## src/rtl/icache_dm_if.sv

```systemverilog
// Fetch-side and memory-side signals of the direct-mapped instruction cache.
// The perf counter outputs exist only when ICACHE_PERF_CNT_EN is defined.
interface icache_dm_if;
    logic [31:0] if_pc_i;
    logic        if_req_i;
    logic        if_kill_i;
    logic        ic_flush_i;
    logic [31:0] ic_inst_o;
    logic        ic_inst_valid_o;
    logic        ic_stall_req_o;
    logic        ic_mem_req_o;
    logic [31:0] ic_mem_addr_o;
    logic [31:0] ic_mem_rdata_i;
    logic        ic_mem_ack_i;
`ifdef ICACHE_PERF_CNT_EN
    logic [31:0] ic_hit_cnt_o;
    logic [31:0] ic_miss_cnt_o;
`endif

`ifdef ICACHE_PERF_CNT_EN
    modport slave (
        input  if_pc_i, if_req_i, if_kill_i, ic_flush_i, ic_mem_rdata_i, ic_mem_ack_i,
        output ic_inst_o, ic_inst_valid_o, ic_stall_req_o, ic_mem_req_o, ic_mem_addr_o,
        output ic_hit_cnt_o, ic_miss_cnt_o
    );
    modport master (
        output if_pc_i, if_req_i, if_kill_i, ic_flush_i, ic_mem_rdata_i, ic_mem_ack_i,
        input  ic_inst_o, ic_inst_valid_o, ic_stall_req_o, ic_mem_req_o, ic_mem_addr_o,
        input  ic_hit_cnt_o, ic_miss_cnt_o
    );
`else
    modport slave (
        input  if_pc_i, if_req_i, if_kill_i, ic_flush_i, ic_mem_rdata_i, ic_mem_ack_i,
        output ic_inst_o, ic_inst_valid_o, ic_stall_req_o, ic_mem_req_o, ic_mem_addr_o
    );
    modport master (
        output if_pc_i, if_req_i, if_kill_i, ic_flush_i, ic_mem_rdata_i, ic_mem_ack_i,
        input  ic_inst_o, ic_inst_valid_o, ic_stall_req_o, ic_mem_req_o, ic_mem_addr_o
    );
`endif
endinterface

```

## src/rtl/icache_dm.sv

```systemverilog
// Direct-mapped read-only instruction cache with whole-line refill over a req/ack bus.
// Define ICACHE_PERF_CNT_EN to add hit/miss counters.
module icache_dm #(
    parameter int LINES      = 16,
    parameter int LINE_WORDS = 4
) (
    input logic        clk,
    input logic        rst_n,
    icache_dm_if.slave bus
);
    localparam int WB   = $clog2(LINE_WORDS);
    localparam int IDX  = $clog2(LINES);
    localparam int OFF  = WB + 2;
    localparam int TAGW = 32 - OFF - IDX;

    typedef enum logic [1:0] {IDLE, REFILL, RESP} state_e;

    state_e            state_q, state_d;
    logic [LINES-1:0]  valid_q, valid_d;
    logic [TAGW-1:0]   tag_q  [LINES];
    logic [31:0]       data_q [LINES][LINE_WORDS];
    logic [31:2]       req_pc_q, req_pc_d;
    logic [WB-1:0]     beat_q, beat_d;
    logic              kill_pend_q, kill_pend_d;
    logic              flush_pend_q, flush_pend_d;
    logic [31:0]       inst_q, inst_d;
    logic              inst_valid_q, inst_valid_d;

    logic [WB-1:0]     pc_word, rq_word;
    logic [IDX-1:0]    pc_idx, rq_idx;
    logic [TAGW-1:0]   pc_tag, rq_tag;
    logic              hit, last_beat, refill_wr;
    logic [1:0]        unused_pc;

    assign pc_word   = bus.if_pc_i[OFF-1:2];
    assign pc_idx    = bus.if_pc_i[OFF+IDX-1:OFF];
    assign pc_tag    = bus.if_pc_i[31:OFF+IDX];
    assign rq_word   = req_pc_q[OFF-1:2];
    assign rq_idx    = req_pc_q[OFF+IDX-1:OFF];
    assign rq_tag    = req_pc_q[31:OFF+IDX];
    assign unused_pc = bus.if_pc_i[1:0];

    // A same-cycle flush turns any lookup into a miss.
    assign hit       = valid_q[pc_idx] && (tag_q[pc_idx] == pc_tag) && !bus.ic_flush_i;
    assign last_beat = (beat_q == WB'(LINE_WORDS - 1));
    assign refill_wr = (state_q == REFILL) && bus.ic_mem_ack_i;

    always_ff @(posedge clk or negedge rst_n) begin
        if (!rst_n) begin
            state_q      <= IDLE;
            valid_q      <= '0;
            req_pc_q     <= '0;
            beat_q       <= '0;
            kill_pend_q  <= 1'b0;
            flush_pend_q <= 1'b0;
            inst_q       <= '0;
            inst_valid_q <= 1'b0;
        end else begin
            state_q      <= state_d;
            valid_q      <= valid_d;
            req_pc_q     <= req_pc_d;
            beat_q       <= beat_d;
            kill_pend_q  <= kill_pend_d;
            flush_pend_q <= flush_pend_d;
            inst_q       <= inst_d;
            inst_valid_q <= inst_valid_d;
        end
    end

    // Payload arrays need no reset: nothing is read before its valid bit is set.
    always_ff @(posedge clk) begin
        if (refill_wr) begin
            data_q[rq_idx][beat_q] <= bus.ic_mem_rdata_i;
            if (last_beat) tag_q[rq_idx] <= rq_tag;
        end
    end

    always_comb begin
        state_d = state_q;
        case (state_q)
            IDLE:    if (bus.if_req_i && !hit) state_d = REFILL;
            REFILL:  if (refill_wr && last_beat) state_d = RESP;
            RESP:    state_d = IDLE;
            default: state_d = IDLE;
        endcase
    end

    always_comb begin
        valid_d      = valid_q;
        req_pc_d     = req_pc_q;
        beat_d       = beat_q;
        kill_pend_d  = kill_pend_q;
        flush_pend_d = flush_pend_q;
        inst_d       = inst_q;
        inst_valid_d = 1'b0;
        case (state_q)
            IDLE: begin
                if (bus.ic_flush_i) valid_d = '0;
                if (bus.if_req_i && hit) begin
                    inst_d       = data_q[pc_idx][pc_word];
                    inst_valid_d = !bus.if_kill_i;
                end else if (bus.if_req_i) begin
                    req_pc_d    = bus.if_pc_i[31:2];
                    beat_d      = '0;
                    kill_pend_d = 1'b0;
                end
            end
            REFILL: begin
                if (bus.if_kill_i)  kill_pend_d  = 1'b1;
                if (bus.ic_flush_i) flush_pend_d = 1'b1;
                if (refill_wr) begin
                    beat_d = beat_q + 1'b1;
                    if (last_beat) valid_d[rq_idx] = 1'b1;
                end
            end
            RESP: begin
                // Response is delivered first; a pending flush lands on the way back to IDLE.
                inst_d       = data_q[rq_idx][rq_word];
                flush_pend_d = 1'b0;
                if (flush_pend_q || bus.ic_flush_i) valid_d = '0;
            end
            default: ;
        endcase
    end

    always_comb begin
        bus.ic_stall_req_o  = (state_q == REFILL) || ((state_q == IDLE) && bus.if_req_i && !hit);
        bus.ic_mem_req_o    = (state_q == REFILL);
        bus.ic_mem_addr_o   = (state_q == REFILL) ? {req_pc_q[31:OFF], beat_q, 2'b00} : '0;
        bus.ic_inst_o       = (state_q == RESP) ? data_q[rq_idx][rq_word] : inst_q;
        bus.ic_inst_valid_o = (state_q == RESP) ? !kill_pend_q : inst_valid_q;
    end

`ifdef ICACHE_PERF_CNT_EN
    logic [31:0] hit_cnt_q, hit_cnt_d, miss_cnt_q, miss_cnt_d;

    always_comb begin
        hit_cnt_d  = hit_cnt_q;
        miss_cnt_d = miss_cnt_q;
        if ((state_q == IDLE) && bus.if_req_i) begin
            if (hit) hit_cnt_d  = hit_cnt_q + 32'd1;
            else     miss_cnt_d = miss_cnt_q + 32'd1;
        end
    end

    always_ff @(posedge clk or negedge rst_n) begin
        if (!rst_n) begin
            hit_cnt_q  <= '0;
            miss_cnt_q <= '0;
        end else begin
            hit_cnt_q  <= hit_cnt_d;
            miss_cnt_q <= miss_cnt_d;
        end
    end

    assign bus.ic_hit_cnt_o  = hit_cnt_q;
    assign bus.ic_miss_cnt_o = miss_cnt_q;
`endif
endmodule

```

## src/flat_wrapper.sv

```systemverilog
// flat-port wrapper written by rule: the top's interface ports become plain ports
module icache_dm_flat 
#(
    parameter int LINES      = 16,
    parameter int LINE_WORDS = 4
)
  (clk, rst_n, bus_if_pc_i, bus_if_req_i, bus_if_kill_i, bus_ic_flush_i, bus_ic_mem_rdata_i, bus_ic_mem_ack_i, bus_ic_inst_o, bus_ic_inst_valid_o, bus_ic_stall_req_o, bus_ic_mem_req_o, bus_ic_mem_addr_o);
  icache_dm_if bus_i ();
  input logic clk;
  input logic rst_n;
  input wire logic [$bits(bus_i.if_pc_i)-1:0] bus_if_pc_i;
  input wire logic [$bits(bus_i.if_req_i)-1:0] bus_if_req_i;
  input wire logic [$bits(bus_i.if_kill_i)-1:0] bus_if_kill_i;
  input wire logic [$bits(bus_i.ic_flush_i)-1:0] bus_ic_flush_i;
  input wire logic [$bits(bus_i.ic_mem_rdata_i)-1:0] bus_ic_mem_rdata_i;
  input wire logic [$bits(bus_i.ic_mem_ack_i)-1:0] bus_ic_mem_ack_i;
  output wire logic [$bits(bus_i.ic_inst_o)-1:0] bus_ic_inst_o;
  output wire logic [$bits(bus_i.ic_inst_valid_o)-1:0] bus_ic_inst_valid_o;
  output wire logic [$bits(bus_i.ic_stall_req_o)-1:0] bus_ic_stall_req_o;
  output wire logic [$bits(bus_i.ic_mem_req_o)-1:0] bus_ic_mem_req_o;
  output wire logic [$bits(bus_i.ic_mem_addr_o)-1:0] bus_ic_mem_addr_o;
  assign bus_i.if_pc_i = bus_if_pc_i;
  assign bus_i.if_req_i = bus_if_req_i;
  assign bus_i.if_kill_i = bus_if_kill_i;
  assign bus_i.ic_flush_i = bus_ic_flush_i;
  assign bus_i.ic_mem_rdata_i = bus_ic_mem_rdata_i;
  assign bus_i.ic_mem_ack_i = bus_ic_mem_ack_i;
  assign bus_ic_inst_o = bus_i.ic_inst_o;
  assign bus_ic_inst_valid_o = bus_i.ic_inst_valid_o;
  assign bus_ic_stall_req_o = bus_i.ic_stall_req_o;
  assign bus_ic_mem_req_o = bus_i.ic_mem_req_o;
  assign bus_ic_mem_addr_o = bus_i.ic_mem_addr_o;
  icache_dm #(.LINES(LINES), .LINE_WORDS(LINE_WORDS)) u_core (.clk(clk), .rst_n(rst_n), .bus(bus_i));
endmodule
```

## config.mk

```make
export PLATFORM = sky130hd
export DESIGN_NAME = icache_dm_flat
export DESIGN_NICKNAME = d
export VERILOG_FILES = /design/src/rtl/icache_dm_if.sv /design/src/rtl/icache_dm.sv /design/src/flat_wrapper.sv
export SDC_FILE = /design/constraint.sdc
export NUM_CORES = 2
export LEC_CHECK = 0
export CORE_AREA = 2 2 358 714
export CTS_BUF_LIST = sky130_fd_sc_hd__clkbuf_8
export DETAILED_ROUTE_END_ITERATION = 6
export DIE_AREA = 0 0 360 716
export SLEW_MARGIN = 20
export SYNTH_ARGS = -nofsm -noshare
export SYNTH_HDL_FRONTEND = slang
export SYNTH_SLANG_ARGS = --single-unit
export TNS_END_PERCENT = 30
```

## constraint.sdc

```tcl
create_clock -name clk -period 5.9 [get_ports clk]
set_input_delay 1.18 -clock clk [delete_from_list [all_inputs] [get_ports clk]]
set_output_delay 1.18 -clock clk [all_outputs]
set_load 0.02 [all_outputs]
```

==> impl_metrics.toml <==
[status]
status = "finished clean"

[placement]
gp_congestion = 0.8329
dpl.hpwl_um = 206500
dpl_cell_area_mm2 = 0.1203
portBuffers = 132

[logic_synthesis]
ys_ff_latch = 2517
synthDistinctLibCells = 66
netlist_area_mm2 = 0.1131
synth_edf_count = 2432
yosysTopAreaCellShare = 0.6459
synth_xor_area_frac = 0.001937
synthAdderAreaFrac = 0.0004427
synth-simple-area-share = 0.01495
synth_top_family_by_area = "multiplexers"
synth_area_leaders = "edfxtp_1 (65%), mux4_2 (28%), dfrtp_1 (1.9%)"
ys_warn_count = 0
async_flop_share = 0.03377
ys_seq_area_frac = 0.6647
synth_compound_area_frac = 0.01205
synth_cells = 5045
yosys.area.top_type = "edfxtp_1"
ys.flop_type = "edfxtp_1"
muxShareOfSynthArea = 0.2897
syn_area_per_cell_um2 = 22.41

[sta]
setup_tns_ps = 0
max_freq_ghz = 0.1718
hold_viol_final = 0
skew_ps = 62.77
relSlewSlack = 0.2557
worstMarginPinSlew_ps = 1116
finalSetupViolations = 0
period_share = 0.9868
whs_ps = 124.0
rsz0062_at_grt = "no"
final_max_slew_viol_count = 0
final.min_clock_period_ps = 5822

[power_and_ir_drop]
clkPwrFrac = 0.275
p_sw_mw = 15.22
finalPower_mw = 49.94
p_comb_frac = 0.291
p_per_area_mw_per_mm2 = 392.0
pwr-share-seq = 0.434
leakagePower_nw = 40.37
switching_share = 0.3047
ir_worst_vdd_mv = 0.2967
p_int_mw = 34.72

[floorplanning]
ios = 137
num_rows = 261
core-area_mm2 = 0.2524
die_x_um = 360
initial_core_util = 0.4479
die_h_um = 716
floorplan.die_area_mm2 = 0.2578

[finish]
fillers = 19970
final_area_mm2 = 0.1274
drive_gt1_frac = 0.3990
layout.nets = 5515
fin_util = 0.5047
syn_to_final_growth_pct = 12.69

[critical_path]
cp-start-kind = "flip-flop"
worst-path-max-fanout = 17
worstPathArrival_ps = 4640
worstSetupEndpointType = "primary output"
r2r_slack_ps = 2050
crit_required_ps = 4720
worst-setup-path-type = "reg -> out"

[route]
viasPerCell = 6.633
drt-initial-drc-count = 6369
vias = 59870
dr.pass1.iters = 6
wl_um = 353900
routedWlPerCell_um = 39.21
ant_nets = 0
drcViolationCount = 0

[grt]
grt_pass1_vias = 64090
antenna_found_initial = 18
track_usage = 0.2759
grt_first_pass_wirelength_um = 492900
grt_max_degree = 118
grt-ovfl-total = 0

[clock_network]
cts_tree = "done"
clk_pin_slew_worst_paths_ps = 70
cts_sinks = 2517
postCtsHoldBufs = 0
root_buffer = "clkbuf_8"
cts_buffers = 357
h-tree-depth = 5
clk_path_buf_depth = 4
clk_latency_ps = 1030

[hold_path]
hold_class = "in -> async"

[job]
max_cap_violations = 0
[power groups by stage]
stage	registers, mW	logic, mW	clock network [mW]
after global routing	21.8	15.2	14.7
final	21.7	14.5	13.7
after detailed placement	22.2	14.4	0
after floorplan	21.4	9.45	0
after CTS	21.7	14.7	14.0
after global placement	22.1	14.4	0
[layer usage]
layer | vias up | GRT usage | wire length [um] | part of all wire
li1 | 23080 | - | - | -
met1 | 33110 | 0.3289 | 122500 | 0.35
met2 | 2898 | 0.4894 | 188000 | 0.53
met3 | 780 | 0.04149 | 24070 | 0.068
met4 | 6 | 0.1354 | 19310 | 0.055
met5 | - | 0 | 41 | 0.00012
[synth_stat cells (all sizes together), types with 2 or more instances]
| library cell | count |
|---|---|
| a22oi | 74 |
| clkbuf | 175 |
| ha | 4 |
| mux2i | 106 |
| nand4 | 6 |
| inv | 13 |
| o22ai | 4 |
| o21ai | 10 |
| buf | 207 |
| nand2 | 165 |
| nor2 | 125 |
| nor4 | 3 |
| and3 | 2 |
| a22o | 8 |
| o211ai | 4 |
| a31oi | 3 |
| xor2 | 10 |
| mux2 | 37 |
| o32ai | 2 |
| nor2b | 15 |
| o21a | 16 |
| a2111oi | 2 |
| a221o | 3 |
| a221oi | 5 |
| edfxtp | 2432 |
| a32oi | 6 |
| or2 | 2 |
| nand2b | 7 |
| xnor2 | 15 |
| nand3 | 14 |
| nor3b | 2 |
| dfrtp | 85 |
| nor3 | 3 |
| mux4 | 1384 |
| and2 | 33 |
| a21oi | 42 |
| a211oi | 2 |
[through the flow]
step	setup WS [ps]	cells
final	77.89	9026
after global routing	12.87	9020
after CTS	6.088	9017
after detailed placement	60.77	8358
after global placement	57.31	8358
after floorplan	1131	5046
[cells in the final DEF, fill, tap and decap left out, types with 7 or more instances in the layout]
| cell type | instances |
|---|---|
| clkinv_1 | 75 |
| mux2i_1 | 106 |
| buf_4 | 214 |
| nor2_1 | 60 |
| a22o_1 | 8 |
| nor2_4 | 65 |
| dfrtp_1 | 79 |
| bufinv_16 | 19 |
| xnor2_1 | 15 |
| and2_1 | 32 |
| edfxtp_1 | 2432 |
| nor2b_1 | 12 |
| buf_2 | 13 |
| clkinv_2 | 45 |
| diode_2 | 9 |
| mux2_4 | 25 |
| mux2_2 | 11 |
| a21oi_1 | 42 |
| nand3_1 | 13 |
| mux4_2 | 1382 |
| a22oi_1 | 74 |
| nand2_1 | 165 |
| inv_1 | 122 |
| xor2_1 | 10 |
| clkdlybuf4s50_1 | 89 |
| buf_12 | 87 |
| clkbuf_8 | 383 |
| o21ai_0 | 10 |
| o21a_1 | 16 |
| inv_6 | 7 |
[logic make-up (layout without fill, tap and decap cells)]
group / count (synthesis) / in the layout
other: 1 / 11
AND/OR/NAND/NOR: 384 / 384
AO/OA/AOI/OAI: 192 / 192
buffers and inverters: 395 / 1079
flip-flops: 2517 / 2517
multiplexers: 1527 / 1527
XOR/XNOR: 25 / 25
adder cells (fa/ha/maj): 4 / 4
[flip-flops by register name, summed over array words and instances (netlist names), 2 cells and up]
register / cells
u_core.req_pc_q: 30
u_core.valid_q: 16
u_core.inst_q: 32
u_core.tag_q: 384
u_core.state_q: 2
u_core.beat_q: 2
u_core.data_q: 2048
[final cells by class]
type	count	area (um^2)	area share
inverter	13	56.30	0.0004419
clock inverter	265	1639	0.01286
sequential	2517	75180	0.5901
tap	3287	4113	0.03228
multi-input combinational	2134	36600	0.2873
clock buffer	383	5271	0.04137
timing repair buffer	418	4531	0.03556
antenna	9	22.52	0.0001768
[repair_timing]
item                       4_1_cts  5_1_grt
buffers inserted                11        0
cloned                           0        0
gates resized for setup          5        6
setup endpoints to repair       32        5
[final timing paths]
path | from | to | depth (start not counted)
max | u_core.req_pc_q[4] | bus_ic_inst_o[26] | 9
min | rst_n | u_core.valid_q[9] | 1
max reg2reg | u_core.tag_q[10][12] | u_core.req_pc_q[31] | 11
min reg2reg | u_core.valid_q[12] | u_core.valid_q[12] | 1
max in group asynchronous | rst_n | u_core.req_pc_q[6] | 2
min in group clk | u_core.valid_q[12] | u_core.valid_q[12] | 1
[critical path: stages (launching register included)]
cell and delay, ps:
dfrtp_4 430, buf_4 160, buf_12 210, buf_12 200, mux4_2 530, mux4_2 600, mux4_2 520, nand2_1 90
nand2_1 230, clkdlybuf4s50_1 630
(Power assumes the default switching activity.)
